File: src/rtl/recorder_pkg.sv
// Shared encodings for the track recorder: FSM states, key codes and the menu key map.
package recorder_pkg;

    localparam int SLOT_W = 4;

    typedef enum logic [3:0] {
        ST_MENU     = 4'd0,
        ST_PLAY_SEL = 4'd1,
        ST_PLAY     = 4'd2,
        ST_RECORD   = 4'd3,
        ST_DEL_SEL  = 4'd4,
        ST_VOLUME   = 4'd5,
        ST_FULL     = 4'd6
    } state_e;

    localparam logic [3:0] KEY_0       = 4'h0;
    localparam logic [3:0] KEY_PLAY    = 4'h1;
    localparam logic [3:0] KEY_REC     = 4'h2;
    localparam logic [3:0] KEY_DEL     = 4'h3;
    localparam logic [3:0] KEY_DEL_ALL = 4'h4;
    localparam logic [3:0] KEY_VOL     = 4'h5;
    localparam logic [3:0] KEY_VOL_UP  = 4'hA;
    localparam logic [3:0] KEY_VOL_DN  = 4'hB;

    function automatic state_e menu_target(input logic [3:0] key);
        case (key)
            KEY_PLAY: menu_target = ST_PLAY_SEL;
            KEY_REC:  menu_target = ST_RECORD;
            KEY_DEL:  menu_target = ST_DEL_SEL;
            KEY_VOL:  menu_target = ST_VOLUME;
            default:  menu_target = ST_MENU;
        endcase
    endfunction

endpackage

File: src/rtl/track_table.sv
// Per-slot start/end/valid storage: one write port, clear-all, combinational lookup and lowest-free search.
module track_table
    import recorder_pkg::*;
#(
    parameter int NUM_TRACKS = 5,
    parameter int ADDR_W     = 26
) (
    input  logic                  CLK,
    input  logic                  RST,
    input  logic                  wr_en,
    input  logic [SLOT_W-1:0]     wr_idx,
    input  logic [ADDR_W-1:0]     wr_start,
    input  logic [ADDR_W-1:0]     wr_end,
    input  logic                  wr_vld,
    input  logic                  clr_all,
    input  logic [SLOT_W-1:0]     rd_idx,
    output logic [ADDR_W-1:0]     rd_start,
    output logic [ADDR_W-1:0]     rd_end,
    output logic                  rd_valid,
    output logic [NUM_TRACKS-1:0] valid,
    output logic                  free_found,
    output logic [SLOT_W-1:0]     free_idx
);

    logic [NUM_TRACKS-1:0] valid_q, valid_d;
    logic [ADDR_W-1:0]     start_q [NUM_TRACKS];
    logic [ADDR_W-1:0]     start_d [NUM_TRACKS];
    logic [ADDR_W-1:0]     end_q   [NUM_TRACKS];
    logic [ADDR_W-1:0]     end_d   [NUM_TRACKS];

    always_comb begin
        valid_d = valid_q;
        start_d = start_q;
        end_d   = end_q;
        if (clr_all) begin
            valid_d = '0;
        end else if (wr_en) begin
            for (int i = 0; i < NUM_TRACKS; i++) begin
                if (wr_idx == SLOT_W'(i)) begin
                    valid_d[i] = wr_vld;
                    start_d[i] = wr_start;
                    end_d[i]   = wr_end;
                end
            end
        end
    end

    always_ff @(posedge CLK or negedge RST) begin
        if (!RST) valid_q <= '0;
        else      valid_q <= valid_d;
    end

    // Addresses are only meaningful behind a valid bit, so they carry no reset.
    always_ff @(posedge CLK) begin
        start_q <= start_d;
        end_q   <= end_d;
    end

    always_comb begin
        rd_start   = '0;
        rd_end     = '0;
        rd_valid   = 1'b0;
        free_found = 1'b0;
        free_idx   = '0;
        for (int i = 0; i < NUM_TRACKS; i++) begin
            if (rd_idx == SLOT_W'(i)) begin
                rd_start = start_q[i];
                rd_end   = end_q[i];
                rd_valid = valid_q[i];
            end
        end
        for (int i = NUM_TRACKS - 1; i >= 0; i--) begin
            if (!valid_q[i]) begin
                free_found = 1'b1;
                free_idx   = SLOT_W'(i);
            end
        end
    end

    assign valid = valid_q;

endmodule

File: src/rtl/track_manager.sv
// Keypad-driven track recorder: records sample streams into memory slots, plays, deletes, sets volume.
module track_manager
    import recorder_pkg::*;
#(
    parameter int NUM_TRACKS = 5,
    parameter int ADDR_W     = 26,
    parameter int VOL_W      = 3,
    parameter int MEM_TOP    = 2**ADDR_W - 1
) (
    input  logic                  CLK,
    input  logic                  RST,
    input  logic                  key_valid,
    input  logic [3:0]            key_code,
    input  logic                  sample_tick,
    input  logic                  mem_ready,
    input  logic                  mem_ack,
    output logic [ADDR_W-1:0]     mem_addr,
    output logic                  mem_wr_req,
    output logic                  mem_rd_req,
    output logic                  play_strobe,
    output logic [VOL_W-1:0]      volume,
    output logic [NUM_TRACKS-1:0] track_valid,
    output logic                  mem_full,
    output logic                  err_pulse,
    output logic [3:0]            state_out
);

    localparam logic [ADDR_W-1:0] TOP_ADDR = ADDR_W'(MEM_TOP);
    localparam logic [ADDR_W-1:0] ONE      = ADDR_W'(1);
    localparam logic [VOL_W-1:0]  VOL_MAX  = '1;

    state_e              state_q, state_d;
    logic [VOL_W-1:0]    volume_q, volume_d;
    logic [ADDR_W-1:0]   next_free_q, next_free_d;
    logic [ADDR_W-1:0]   ptr_q, ptr_d;
    logic [ADDR_W-1:0]   play_end_q, play_end_d;
    logic [ADDR_W-1:0]   addr_q, addr_d;
    logic [SLOT_W-1:0]   slot_q, slot_d;
    logic                wrote_q, wrote_d;
    logic                stop_q, stop_d;
    logic                wr_req_q, wr_req_d;
    logic                rd_req_q, rd_req_d;
    logic                full_q, full_d;
    logic                err_q, err_d;

    logic                tbl_we, tbl_vld, tbl_clr;
    logic [SLOT_W-1:0]   tbl_idx;
    logic [ADDR_W-1:0]   tbl_start, tbl_end;
    logic [ADDR_W-1:0]   lk_start, lk_end;
    logic                lk_valid, free_found;
    logic [SLOT_W-1:0]   free_idx, key_slot;
    logic                key_slot_ok, key0, tick_ok, wr_ack, rd_ack, rec_last;
    logic [ADDR_W-1:0]   rec_end;

    assign key_slot    = key_code - 4'd1;
    assign key_slot_ok = key_valid && (key_code != KEY_0) && (int'(key_code) <= NUM_TRACKS);
    assign key0        = key_valid && (key_code == KEY_0);
    // A tick is only honoured with the memory ready and nothing in flight; otherwise it is lost.
    assign tick_ok     = sample_tick && mem_ready && !wr_req_q && !rd_req_q;
    assign wr_ack      = wr_req_q && mem_ack;
    assign rd_ack      = rd_req_q && mem_ack;
    assign rec_last    = wr_ack && (addr_q == TOP_ADDR);
    assign rec_end     = wr_ack ? addr_q : (ptr_q - ONE);

    track_table #(
        .NUM_TRACKS(NUM_TRACKS),
        .ADDR_W    (ADDR_W)
    ) u_table (
        .CLK       (CLK),
        .RST       (RST),
        .wr_en     (tbl_we),
        .wr_idx    (tbl_idx),
        .wr_start  (tbl_start),
        .wr_end    (tbl_end),
        .wr_vld    (tbl_vld),
        .clr_all   (tbl_clr),
        .rd_idx    (key_slot),
        .rd_start  (lk_start),
        .rd_end    (lk_end),
        .rd_valid  (lk_valid),
        .valid     (track_valid),
        .free_found(free_found),
        .free_idx  (free_idx)
    );

    always_comb begin
        state_d     = state_q;
        volume_d    = volume_q;
        next_free_d = next_free_q;
        ptr_d       = ptr_q;
        play_end_d  = play_end_q;
        addr_d      = addr_q;
        slot_d      = slot_q;
        wrote_d     = wrote_q;
        stop_d      = stop_q;
        wr_req_d    = wr_req_q;
        rd_req_d    = rd_req_q;
        full_d      = full_q;
        err_d       = 1'b0;
        tbl_we      = 1'b0;
        tbl_vld     = 1'b0;
        tbl_clr     = 1'b0;
        tbl_idx     = slot_q;
        tbl_start   = next_free_q;
        tbl_end     = rec_end;

        case (state_q)
            ST_MENU: begin
                if (key_valid) begin
                    if (key_code == KEY_DEL_ALL) begin
                        tbl_clr     = 1'b1;
                        next_free_d = '0;
                        full_d      = 1'b0;
                    end else if (menu_target(key_code) == ST_RECORD) begin
                        if (free_found && !full_q) begin
                            slot_d  = free_idx;
                            ptr_d   = next_free_q;
                            wrote_d = 1'b0;
                            stop_d  = 1'b0;
                            state_d = ST_RECORD;
                        end else begin
                            err_d   = 1'b1;
                            state_d = ST_FULL;
                        end
                    end else begin
                        state_d = menu_target(key_code);
                    end
                end
            end
            ST_PLAY_SEL: begin
                if (key0) begin
                    state_d = ST_MENU;
                end else if (key_slot_ok) begin
                    if (lk_valid) begin
                        ptr_d      = lk_start;
                        play_end_d = lk_end;
                        stop_d     = 1'b0;
                        state_d    = ST_PLAY;
                    end else begin
                        err_d = 1'b1;
                    end
                end
            end
            ST_DEL_SEL: begin
                if (key0) begin
                    state_d = ST_MENU;
                end else if (key_slot_ok && lk_valid) begin
                    tbl_we    = 1'b1;
                    tbl_idx   = key_slot;
                    tbl_start = lk_start;
                    tbl_end   = lk_end;
                    // Only the most recently placed track can hand its space back.
                    if ((lk_end + ONE) == next_free_q) begin
                        next_free_d = lk_start;
                        full_d      = 1'b0;
                    end
                end
            end
            ST_RECORD: begin
                if (wr_ack) begin
                    wr_req_d = 1'b0;
                    ptr_d    = ptr_q + ONE;
                    wrote_d  = 1'b1;
                end
                if (rec_last || ((key0 || stop_q) && (!wr_req_q || wr_ack))) begin
                    if (wr_ack || wrote_q) begin
                        tbl_we      = 1'b1;
                        tbl_vld     = 1'b1;
                        next_free_d = rec_end + ONE;
                    end
                    stop_d = 1'b0;
                    if (rec_last) begin
                        full_d  = 1'b1;
                        state_d = ST_FULL;
                    end else begin
                        state_d = ST_MENU;
                    end
                end else if (key0) begin
                    stop_d = 1'b1;
                end else if (tick_ok && !stop_q) begin
                    wr_req_d = 1'b1;
                    addr_d   = ptr_q;
                end
            end
            ST_PLAY: begin
                if (rd_ack) begin
                    rd_req_d = 1'b0;
                    ptr_d    = ptr_q + ONE;
                end
                if ((rd_ack && addr_q == play_end_q) || ((key0 || stop_q) && (!rd_req_q || rd_ack))) begin
                    stop_d  = 1'b0;
                    state_d = ST_MENU;
                end else if (key0) begin
                    stop_d = 1'b1;
                end else if (tick_ok && !stop_q) begin
                    rd_req_d = 1'b1;
                    addr_d   = ptr_q;
                end
            end
            ST_VOLUME: begin
                if (key0) begin
                    state_d = ST_MENU;
                end else if (key_valid && key_code == KEY_VOL_UP && volume_q != VOL_MAX) begin
                    volume_d = volume_q + 1'b1;
                end else if (key_valid && key_code == KEY_VOL_DN && volume_q != '0) begin
                    volume_d = volume_q - 1'b1;
                end
            end
            ST_FULL: state_d = ST_MENU;
            default: state_d = ST_MENU;
        endcase
    end

    always_ff @(posedge CLK or negedge RST) begin
        if (!RST) begin
            state_q     <= ST_MENU;
            volume_q    <= '0;
            next_free_q <= '0;
            ptr_q       <= '0;
            play_end_q  <= '0;
            addr_q      <= '0;
            slot_q      <= '0;
            wrote_q     <= 1'b0;
            stop_q      <= 1'b0;
            wr_req_q    <= 1'b0;
            rd_req_q    <= 1'b0;
            full_q      <= 1'b0;
            err_q       <= 1'b0;
        end else begin
            state_q     <= state_d;
            volume_q    <= volume_d;
            next_free_q <= next_free_d;
            ptr_q       <= ptr_d;
            play_end_q  <= play_end_d;
            addr_q      <= addr_d;
            slot_q      <= slot_d;
            wrote_q     <= wrote_d;
            stop_q      <= stop_d;
            wr_req_q    <= wr_req_d;
            rd_req_q    <= rd_req_d;
            full_q      <= full_d;
            err_q       <= err_d;
        end
    end

    assign mem_addr    = addr_q;
    assign mem_wr_req  = wr_req_q;
    assign mem_rd_req  = rd_req_q;
    assign play_strobe = rd_ack;
    assign volume      = volume_q;
    assign mem_full    = full_q;
    assign err_pulse   = err_q;
    assign state_out   = state_q;

endmodule

File: config.mk
export PLATFORM = sky130hd
export DESIGN_NAME = track_manager
export DESIGN_NICKNAME = d
export VERILOG_FILES = /design/src/rtl/recorder_pkg.sv /design/src/rtl/track_table.sv /design/src/rtl/track_manager.sv
export SDC_FILE = /design/constraint.sdc
export NUM_CORES = 1
export LEC_CHECK = 0
export BUFFER_PORTS_ARGS = -buffer_cell sky130_fd_sc_hd__buf_2
export CAP_MARGIN = 25
export CORE_UTILIZATION = 30
export DETAILED_ROUTE_END_ITERATION = 10
export PLACE_DENSITY = 0.44
export SYNTH_ARGS = -nofsm -noshare
export SYNTH_HDL_FRONTEND = slang
export SYNTH_HIERARCHICAL = 1
export SYNTH_SLANG_ARGS = --single-unit
File: constraint.sdc
create_clock -name CLK -period 8.4 [get_ports CLK]
set_input_delay 1.26 -clock CLK [delete_from_list [all_inputs] [get_ports CLK]]
set_output_delay 1.26 -clock CLK [all_outputs]
set_load 0.03 [all_outputs]
* Word level (Yosys, flattened, before mapping)
Cells that the tools add are included.
** Storage, ports and cells
- Register bits :: 386
- Input port bits :: 10
- Output and inout port bits :: 43
- Logic and storage cells :: 282
** Cells by class
- $add $sub $neg :: 7
- $lt $le $gt $ge :: 1
- Eq/ne operators :: 47
- Multiplexer cells :: 129
- Bitwise operators :: 3
- Reduce and logical (&&, ||, !) cells :: 67
** Operators by type and width (number)
- $mux 26 :: 37
- $pmux 26 s4 :: 1
- $add 26x1->26 const B :: 3
- $pmux 26 s3 :: 1
- $mux 4 :: 15
- $mux 1 :: 56
- $eq 26x26->1 :: 2
- $pmux 26 s2 :: 1
- $ne 2x2->1 const B :: 19
- $eq 4x2->1 const B :: 9
- $mux 3 :: 9
- $eq 26x26->1 const B :: 1
- $sub 26x1->26 const B :: 1
- $eq 4x3->1 const B :: 6
- $reduce_and 8->1 :: 3
- $reduce_and 3->1 :: 7
- $pmux 4 s5 :: 1
- $logic_and 1x1->1 :: 19
- $reduce_bool 2->1 :: 9
- $eq 4x1->1 const B :: 4
- $logic_not 4->1 :: 4
- $pmux 3 s4 :: 1
- $mux 5 :: 2
- $reduce_and 10->1 :: 1
- 21 further kinds :: 42

* Longest topological paths before layout
Gate-level depths: netlist (run 1).
- Depth in word-level cells :: 15
- Gate-level depth with buffers :: 22
- Mapped depth without buffers :: 17

* Cells and area by module
The synthesis (run 1) kept the hierarchy.
** Modules (own cells, without submodules)
- track_table :: times used 1, cells an instance 699, area each 10462.5 um^2, seq. area each 7932.6 um^2
- track_manager :: times used 1, cells an instance 1225, area each 9590.4 um^2, seq. area each 3002.9 um^2

* Least setup slack after synthesis (run 1)
OpenSTA, ideal clock, no wires.
- Kind :: input to register
- Start :: input port key_code[2]
- End :: register u_table/end_q[104] (netlist bit) (enable)
- Setup time :: 526 ps
- Arrival time :: 7632 ps
- Required time :: 7874 ps
- Path slack :: 242 ps
- Stages :: 14
- Buffers on the path :: 4
- Path through :: clkbuf_1 -> nor3_1 -> xor2_1 -> nor2_2 -> nand3b_1 -> buf_2 -> clkbuf_1 -> o22a_1 -> and2_1 -> nand2_1 -> clkbuf_1 -> o21ai_0 -> or4b_4 -> nor3_1
** On the way
- Longest elaborated chain between the ends :: 13
- Elaborated cells between the ends (all ways) :: 35
- Those cells by class :: add/sub (1); order compare (1); eq/ne (5); mux (15); bitwise (1); reduce/logical (12)
** RTL lines
- from (decl) :: line track_manager.sv:13 : input logic [3:0] key_code,
- $sub 4x1->4 * :: line track_manager.sv:55 : assign key_slot = key_code - 4'd1;
- named net key_slot[3] :: line track_manager.sv:51 : logic [SLOT_W-1:0] free_idx, key_slot;
- $logic_not 4->1 :: line track_table.sv:66 : if (rd_idx == SLOT_W'(i)) begin
- $mux 1 (4 in a row) :: line track_table.sv:66
- $mux 1 * :: line track_table.sv:66
- named net lk_valid :: line track_manager.sv:50 : logic lk_valid, free_found;
- $logic_and 1x1->1 * :: line track_manager.sv:147 : end else if (key_slot_ok && lk_valid) begin
- $mux 4 * :: line track_manager.sv:147
- $mux 4 * :: line track_manager.sv:145 : if (key0) begin
- $mux 4 * :: line track_manager.sv:107 : case (state_q)
- named net tbl_idx[0] :: line track_manager.sv:47 : logic [SLOT_W-1:0] tbl_idx;
- $logic_not 4->1 * :: line track_table.sv:39 : if (wr_idx == SLOT_W'(i)) begin
- $reduce_and 3->1 (no source line) *
- to (signal assigned) :: line track_table.sv:56 : end_q <= end_d;
- to (decl) :: line track_table.sv:28 : logic [ADDR_W-1:0] end_q [NUM_TRACKS];
The timed path passes the listed nets; every way through them passes the cells marked *.
A chain may end at the register's enable or synchronous reset.

* Worst setup path after layout (run 1)
- Start :: input port key_code[0]
- End :: register next_free_q[23]
** On the way
- Longest elaborated chain between the ends :: 11
- Elaborated cells between the ends (all ways) :: 44
- Those cells by class :: add/sub (2); order compare (1); eq/ne (11); mux (19); reduce/logical (11)
** RTL lines
- $sub 4x1->4 * :: line track_manager.sv:55
- named net key_slot[0] :: line track_manager.sv:51
- $logic_not 4->1 :: line track_table.sv:66
- $mux 26 (4 in a row) :: line track_table.sv:66
- $mux 26 * :: line track_table.sv:66
- named net lk_end[20] :: line track_manager.sv:49 : logic [ADDR_W-1:0] lk_start, lk_end;
- $add 26x1->26 * :: line track_manager.sv:153 : if ((lk_end + ONE) == next_free_q) begin
- $eq 26x26->1 * :: line track_manager.sv:153
- $ne 2x2->1 (no source line) *
- $reduce_and 8->1 (no source line) *
- to (signal assigned) :: line track_manager.sv:232 : next_free_q <= next_free_d;
- to (decl) :: line track_manager.sv:34 : logic [ADDR_W-1:0] next_free_q, next_free_d;
The timed path passes the listed nets; every way through them passes the cells marked *. The select of a mux whose other input is x is not followed.

==> reports/qor.txt, run 1 <==
Final slew viol count: 0
Critical R2R Capture: u_table/end_q[60]$_DFFE_PP_
Post-synthesis sequential area ratio: 0.5453
CTS Sinks: 385
Rows: 94
Post-Synth Adder-Cell Area: 0.005990
I/O Buffers: 51
Top-level I/O count: 53
Tot GR Track Use: 0.1993
Clk_lat worst skew: 590 ps
Compound-Gate Fraction of Synth Area: 0.1398
Reg-to-reg setup timing slack: 3470 ps
Chip height: 260.5 µm
Cell count after synthesis: 1924
Share of cells above drive strength 1: 0.1356
Syn nets: 1943
Routed WL: 67640 µm
Clock root buffer: clkbuf_16
Area Overhead vs Synth: 13.37%
Worst setup EP type: flop
Yosys reg bits: 385
# nets final: 1958
Hold crit path type: reg2reg
Drt first pass iters: 6
DRC errors left: 0
Syn Area/Cell: 10.42 µm²
Final Wtd Congestion: 0.8439
Post-synthesis mux area share: 0.05073
Power Density: 340.7 mW/mm²
Top_reg_cell synth: edfxtp_1
Hold endpoint: wrote_q$_DFFE_PN0P_
Core ar.: 0.06598 mm²
Post-synth ARST share: 0.3247
Post-synth top area cell: edfxtp_1
Worst Hold Depth: 2
TNS Setup: 0 ps
Reg-to-Reg Start: state_out[1]$_DFFE_PN0P_
Endpoints failing hold: 0
Most Frequent Cell on Critical Path: nand4_1
CTS tree: built
Largest net degree at the start of global routing: 72
Vias: 15.17k
Largest cells by area after synthesis: edfxtp_1 39%, dfrtp_1 16%, nand2_1 4.6%
# setup viols final: 0
Area share of the largest cell type after synthesis: 0.3893
Starting Density: 0.3039
HPWL after DPL: 47620 µm
Setup CP Type: in2reg
Hold buffers post-CTS: 0
Max incr delay on CP: 620 ps
Hold path startpoint: wrote_q$_DFFE_PN0P_
Post-CTS Setup Bufs: 0
H-tree Lvls: 2
DP Area: 0.02130 mm²
Die area: 0.06788 mm²
Fin util: 0.3446
Clk_skew: 19.15 ps
Post-synth cell types: 82
Antenna violations before repair: 2
Die width: 260.5 µm
Max-cap violations: 0
Outcome: finished clean
Synth Area in XOR/XNOR: 0.04062
Worst r2r path cells: 10
Transition time at the pin with the least slew margin: 1092 ps
Largest family of logic cells by synthesized area: simple AND/OR/NAND/NOR gates
Post-synth top cells: 260 x edfxtp_1, 245 x nand2_1, 153 x nor2_1, 125 x dfrtp_1, 117 x o21ai_0
Mapped Area: 0.02005 mm²
DR WL/cell: 23.86 µm
First-pass GRT wire length: 101000 µm
Ys Warns: 6
Slew margin rel.: 0.2718
FMAX: 155.0 MHz
Worst Path Arrival: 6950 ps
Vias in the first global route: 14.65k
Post-route ant nets: 0
Critical path launch point type: input port
Vias/cell: 5.351
Max VDD drop: 203.2 µV
Fin crit share: 0.7681
Leakage power: 8.689 nW
Final Critical Period: 6452 ps
Maximum buffer depth of the clock tree: 3
Worst-path clk slew: 60 ps
Delay-heaviest family, CP: simple AND/OR/NAND/NOR gates
Simple-gate area share of the yosys netlist: 0.1767
CP max FO: 26
Critical Path RT: 8890 ps
Slowest CP cell: a31oi_1
CTS Buf Count: 44
Post-synth EDFFs: 260
Cells along the critical path: buf_2 > inv_4 > ha_1 > xor2_2 > buf_4 > nor2_2 > and3_1 > buf_4 > nand2_1 > a31oi_1 > and3_1 > nand4_1 > a221oi_1 > nand4_1 > or4b_1 > a211o_1 > nor3_1 > nand4_1 > o211ai_1
Grt ovf: 0
RSZ-0062 raised after global routing: no
Worst path bufs/invs: 4
Violation count after the first detailed-routing iteration: 1315
Top-count cell post-synth: edfxtp_1
Final non-filler cell area: 0.02273 mm²
Resized Gates After CTS: 0
==> worst max-delay path by stage <==
stage,from,end,slack (ps),cells past startpoint
floorplan,key_code[2],u_table/end_q[104]$_DFFE_PP_,240,14
global placement,key_code[0],next_free_q[23]$_DFFE_PN0P_,1380,19
detailed placement,key_code[0],next_free_q[23]$_DFFE_PN0P_,1240,19
CTS,key_code[0],next_free_q[23]$_DFFE_PN0P_,1870,19
global route,key_code[0],next_free_q[21]$_DFFE_PN0P_,1670,20
finish,key_code[0],next_free_q[23]$_DFFE_PN0P_,1950,19
==> where the power goes <==
part,internal (mW),switching (mW)
Clock,1.09,0.802
Sequential,2.52,0.409
Combinational,0.927,1.99
==> flip-flops by register name, summed over array words and instances, names as in the netlist <==
name and count:
state_out 3, mem_addr 26, slot_q 4, mem_rd_req 1, u_table/end_q 130, volume 3
u_table/start_q 130, u_table/valid 5, ptr_q 26, next_free_q 26, err_pulse 1, wrote_q 1
play_end_q 26, stop_q 1, mem_wr_req 1, mem_full 1
==> worst min-delay path, stage by stage (launching register included) <==
cell and delay [ps]:
dfrtp_1 350, a21oi_1 50, nor2_1 70
==> routing by layer <==
metal | part of all wire | GRT usage | vias to the layer above
met2 | 0.45 | 0.3103 | 418
li1 | - | - | 7096
met4 | 0.019 | 0.04630 | 0
met1 | 0.48 | 0.2916 | 7577
met5 | 0 | 0 | -
met3 | 0.048 | 0.02710 | 80
==> metrics by stage <==
step,total power [mW],instances,setup slack [ps],hold slack (ps)
after global placement,5.822,2755,1384,485.4
after CTS,7.751,2831,1872,509.0
after global routing,8.134,2833,1674,529.2
after floorplan,4.724,1924,242.3,463.2
final,7.747,2835,1948,506.7
after detailed placement,5.840,2755,1240,498.3
==> cell families after synthesis <==
logic type               count (synthesis)
XOR/XNOR                                93
other                                    2
flip-flops                             385
AO/OA/AOI/OAI                          432
multiplexers                            94
adder cells (fa/ha/maj)                  9
buffers and inverters                  188
AND/OR/NAND/NOR                        721
==> area by class of cell <==
cell class	count	area, µm²
tap	864	1081
fill	6561	43250
sequential	385	10940
multi-input combinational	1351	8384
inverter	50	190.2
clock buffer	62	1241
antenna	2	5.005
timing repair buffer	107	744.5
clock inverter	14	152.6
==> cell usage in the layout (no fill, tap or decap), drive strengths merged, types with 17 or more instances in the layout <==
cell type    n
a21oi       73
a22oi       17
a31oi       38
and3        23
buf        106
clkbuf      62
dfrtp      125
edfxtp     260
inv         52
mux2        61
mux2i       33
nand2      246
nand2b      63
nand3       50
nand4       28
nor2       155
nor3        34
nor4        26
o2111ai     28
o21ai      146
o22a        28
or4         17
xnor2       41
xor2        52
Power figures use the tool's default switching activity.
==> run 2: changes to the inputs <==
==> constraint.sdc (replaced) <==
create_clock -name CLK -period 6.55 [get_ports CLK]
set_input_delay 0.9825 -clock CLK [delete_from_list [all_inputs] [get_ports CLK]]
set_output_delay 0.9825 -clock CLK [all_outputs]
set_load 0.03 [all_outputs]
==> run 2 against run 1 <==
Net effect: power increased by 29%; count of clock-buffer cells in the layout decreased by 1; die area unchanged; sequential share of layout area decreased by 0.69 points.
==> reports/qor.txt, run 2 (same netlist as run 1, synthesis figures left out) <==
Outcome: finished clean (unchanged)
Die area: 0.06788 mm² (unchanged)
Top-level I/O count: 53 (unchanged)
Final worst slack: 912.8 ps (was 1948 ps)
Resized Gates After CTS: 0 (unchanged)
# setup viols final: 0 (unchanged)
Setup CP Type: in2reg (unchanged)
Top layer in use: met4 (unchanged)
Vias/cell: 5.369 (was 5.351)
NetSw: 4.141 mW (was 3.203 mW)
RSZ-0062 raised after global routing: no (unchanged)
Antenna violations before repair: 0 (was 2)
Leakage power: 8.859 nW (was 8.689 nW)
Largest regs: u_table/end_q x130, u_table/start_q x130 (unchanged)
Hold crit path type: in2async (was reg2reg)
FMAX: 177.4 MHz
Fin crit share: 0.8606
Maximum buffer depth of the clock tree: 3 (unchanged)
Final Wtd Congestion: 0.8763 (was 0.8439)
Power Density: 433.0 mW/mm² (was 340.7 mW/mm²)
Transition time at the pin with the least slew margin: 1044 ps (was 1092 ps)
Max VDD drop: 315.9 µV (was 203.2 µV)
Cells along the critical path: buf_2 > inv_4 > ha_1 > xor2_2 > or2_1 > buf_4 > o21ai_1 > a21oi_1 > o22a_1 > and3_1 > nand4_1 > a221oi_1 > nand4_1 > or4b_1 > a211o_1 > nor3_1 > a21oi_1 > o22a_1 (was buf_2 > inv_4 > ha_1 > xor2_2 > buf_4 > nor2_2 > and3_1 > buf_4 > nand2_1 > a31oi_1 > and3_1 > nand4_1 > a221oi_1 > nand4_1 > or4b_1 > a211o_1 > nor3_1 > nand4_1 > o211ai_1)
Chip height: 260.5 µm (unchanged)
Met2 WL: 30800 µm (was 30700 µm)
Die width: 260.5 µm (unchanged)
Most frequent cells in the layout: 260 x edfxtp_1, 245 x nand2_1, 149 x nor2_1 (unchanged)
Clk_lat worst skew: 580 ps (was 590 ps)
Worst-path clk slew: 60 ps (about the same)
Endpoints failing hold: 0 (unchanged)
DR WL/cell: 24.16 µm (was 23.86 µm)
Rows: 94 (unchanged)
Starting Density: 0.3039 (unchanged)
Critical Path RT: 7020 ps (was 8890 ps)
Post-route ant nets: 0 (unchanged)
Vias in the first global route: 14.60k (was 14.65k)
Flop pwr share: 0.375 (was 0.378)
Grt ovf: 0 (unchanged)
# nets final: 1984 (was 1958)
First-pass GRT wire length: 102000 µm (was 101000 µm)
Max incr delay on CP: 660 ps (was 620 ps)
Largest net degree at the start of global routing: 78 (was 72)
Switch share: 0.4146 (was 0.4135)
M1 WL: 33520 µm (was 32430 µm)
Fin cells: 2864 (was 2835)
Clk pwr share: 0.245 (about the same)
Worst setup EP type: flop (unchanged)
Antenna diode count: 0 (was 2)
Critical path launch point type: input port (unchanged)
Final slew viol count: 0 (unchanged)
Routed WL: 69190 µm (was 67640 µm)
I/O Buffers: 51 (unchanged)
Fin util: 0.3496 (was 0.3446)
CTS Sinks: 385 (unchanged)
H-tree Lvls: 2 (unchanged)
Place WS: 279.9 ps (was 1240 ps)
Slowest CP cell: nor3_1 (was a31oi_1)
Slew margin rel.: 0.3018 (was 0.2718)
Core ar.: 0.06598 mm² (unchanged)
Clk_skew: 16.61 ps (was 19.15 ps)
Logic pwr share: 0.381 (was 0.377)
Vias: 15.38k (was 15.17k)
Worst Path Arrival: 6100 ps (was 6950 ps)
TNS Setup: 0 ps (unchanged)
CP max FO: 13 (was 26)
Clock root buffer: clkbuf_16 (unchanged)
Violation count after the first detailed-routing iteration: 1287 (was 1315)
WL met3: 3262 µm (was 3222 µm)
CTS tree: built (unchanged)
Tot GR Track Use: 0.2036 (was 0.1993)
DRC errors left: 0 (unchanged)
Internal power: 5.847 mW (was 4.543 mW)
Share of cells above drive strength 1: 0.1455 (was 0.1356)
Commonest non-fill, non-tap cell in the layout: edfxtp_1 (unchanged)
HPWL after DPL: 49090 µm (was 47620 µm)
Drt first pass iters: 5 (was 6)
Max-cap violations: 0 (unchanged)
Area Overhead vs Synth: 15.02% (was 13.37%)
Final Critical Period: 5637 ps
CTS Buf Count: 46 (was 44)
Post-CTS Setup Bufs: 0 (unchanged)
Hold buffers post-CTS: 0 (unchanged)
Dpl cells: 2776 (was 2755)
-- run 2: worst paths after layout --
check	start	end	slack [ps]	cells after the start
hold reg to reg	slot_q[3]$_DFFE_PN0P_	slot_q[3]$_DFFE_PN0P_	510	1
min in group CLK	slot_q[3]$_DFFE_PN0P_	slot_q[3]$_DFFE_PN0P_	510	1
hold / removal	RST	err_pulse$_DFF_PN0_	450	1
setup / recovery	key_code[0]	mem_full$_DFFE_PN0P_	910	18
max in group asynchronous	RST	next_free_q[13]$_DFFE_PN0P_	4840	2
setup reg to reg	mem_addr[6]$_DFFE_PN0P_	u_table/end_q[79]$_DFFE_PP_	1910	11
-- run 2: layout make-up --
class	instances	area (µm²)
Clock buffer	61	1239
Clock inverter	22	182.7
Multi-Input combinational cell	1351	8397
Tap cell	864	1081
Timing Repair Buffer	131	1041
Inverter	50	190.2
Sequential cell	385	10940
Fill cell	6553	42910
-- run 2: per-layer routing --
metal | global-route usage | vias to the layer above
met4 | 0.05474 | 0
met3 | 0.02690 | 83
met5 | 0 | -
li1 | - | 7144
met2 | 0.3076 | 441
met1 | 0.3035 | 7709
-- run 2: power by group through the flow --
stage	logic, mW	registers, mW	clock network [mW]
3_3_place_gp	3.74	3.78	0
5_1_grt	4.13	3.78	2.59
6_report	3.80	3.74	2.45
4_1_cts	3.78	3.73	2.51
2_1_floorplan	2.43	3.63	0
3_5_place_dp	3.77	3.78	0
-- run 2: metrics by stage --
step	power (mW)	hold WS [ps]	area, µm²
after global routing	10.50	497.5	23070
after detailed placement	7.557	499.1	21580
after floorplan	6.058	463.2	20060
after CTS	10.03	459.6	23000
after global placement	7.524	488.2	21580
final	9.989	449.0	23070
-- run 2: critical path: cells and delay by family --
| kind | cells | cell delay [ps] |
|---|---|---|
| AOI/OAI and AO/OA | 7 | 1710 |
| xor gates and xnor gates | 1 | 250 |
| and+or+nand+nor | 6 | 2280 |
| adders and majority gates | 1 | 280 |
| buffers and inverters | 3 | 580 |
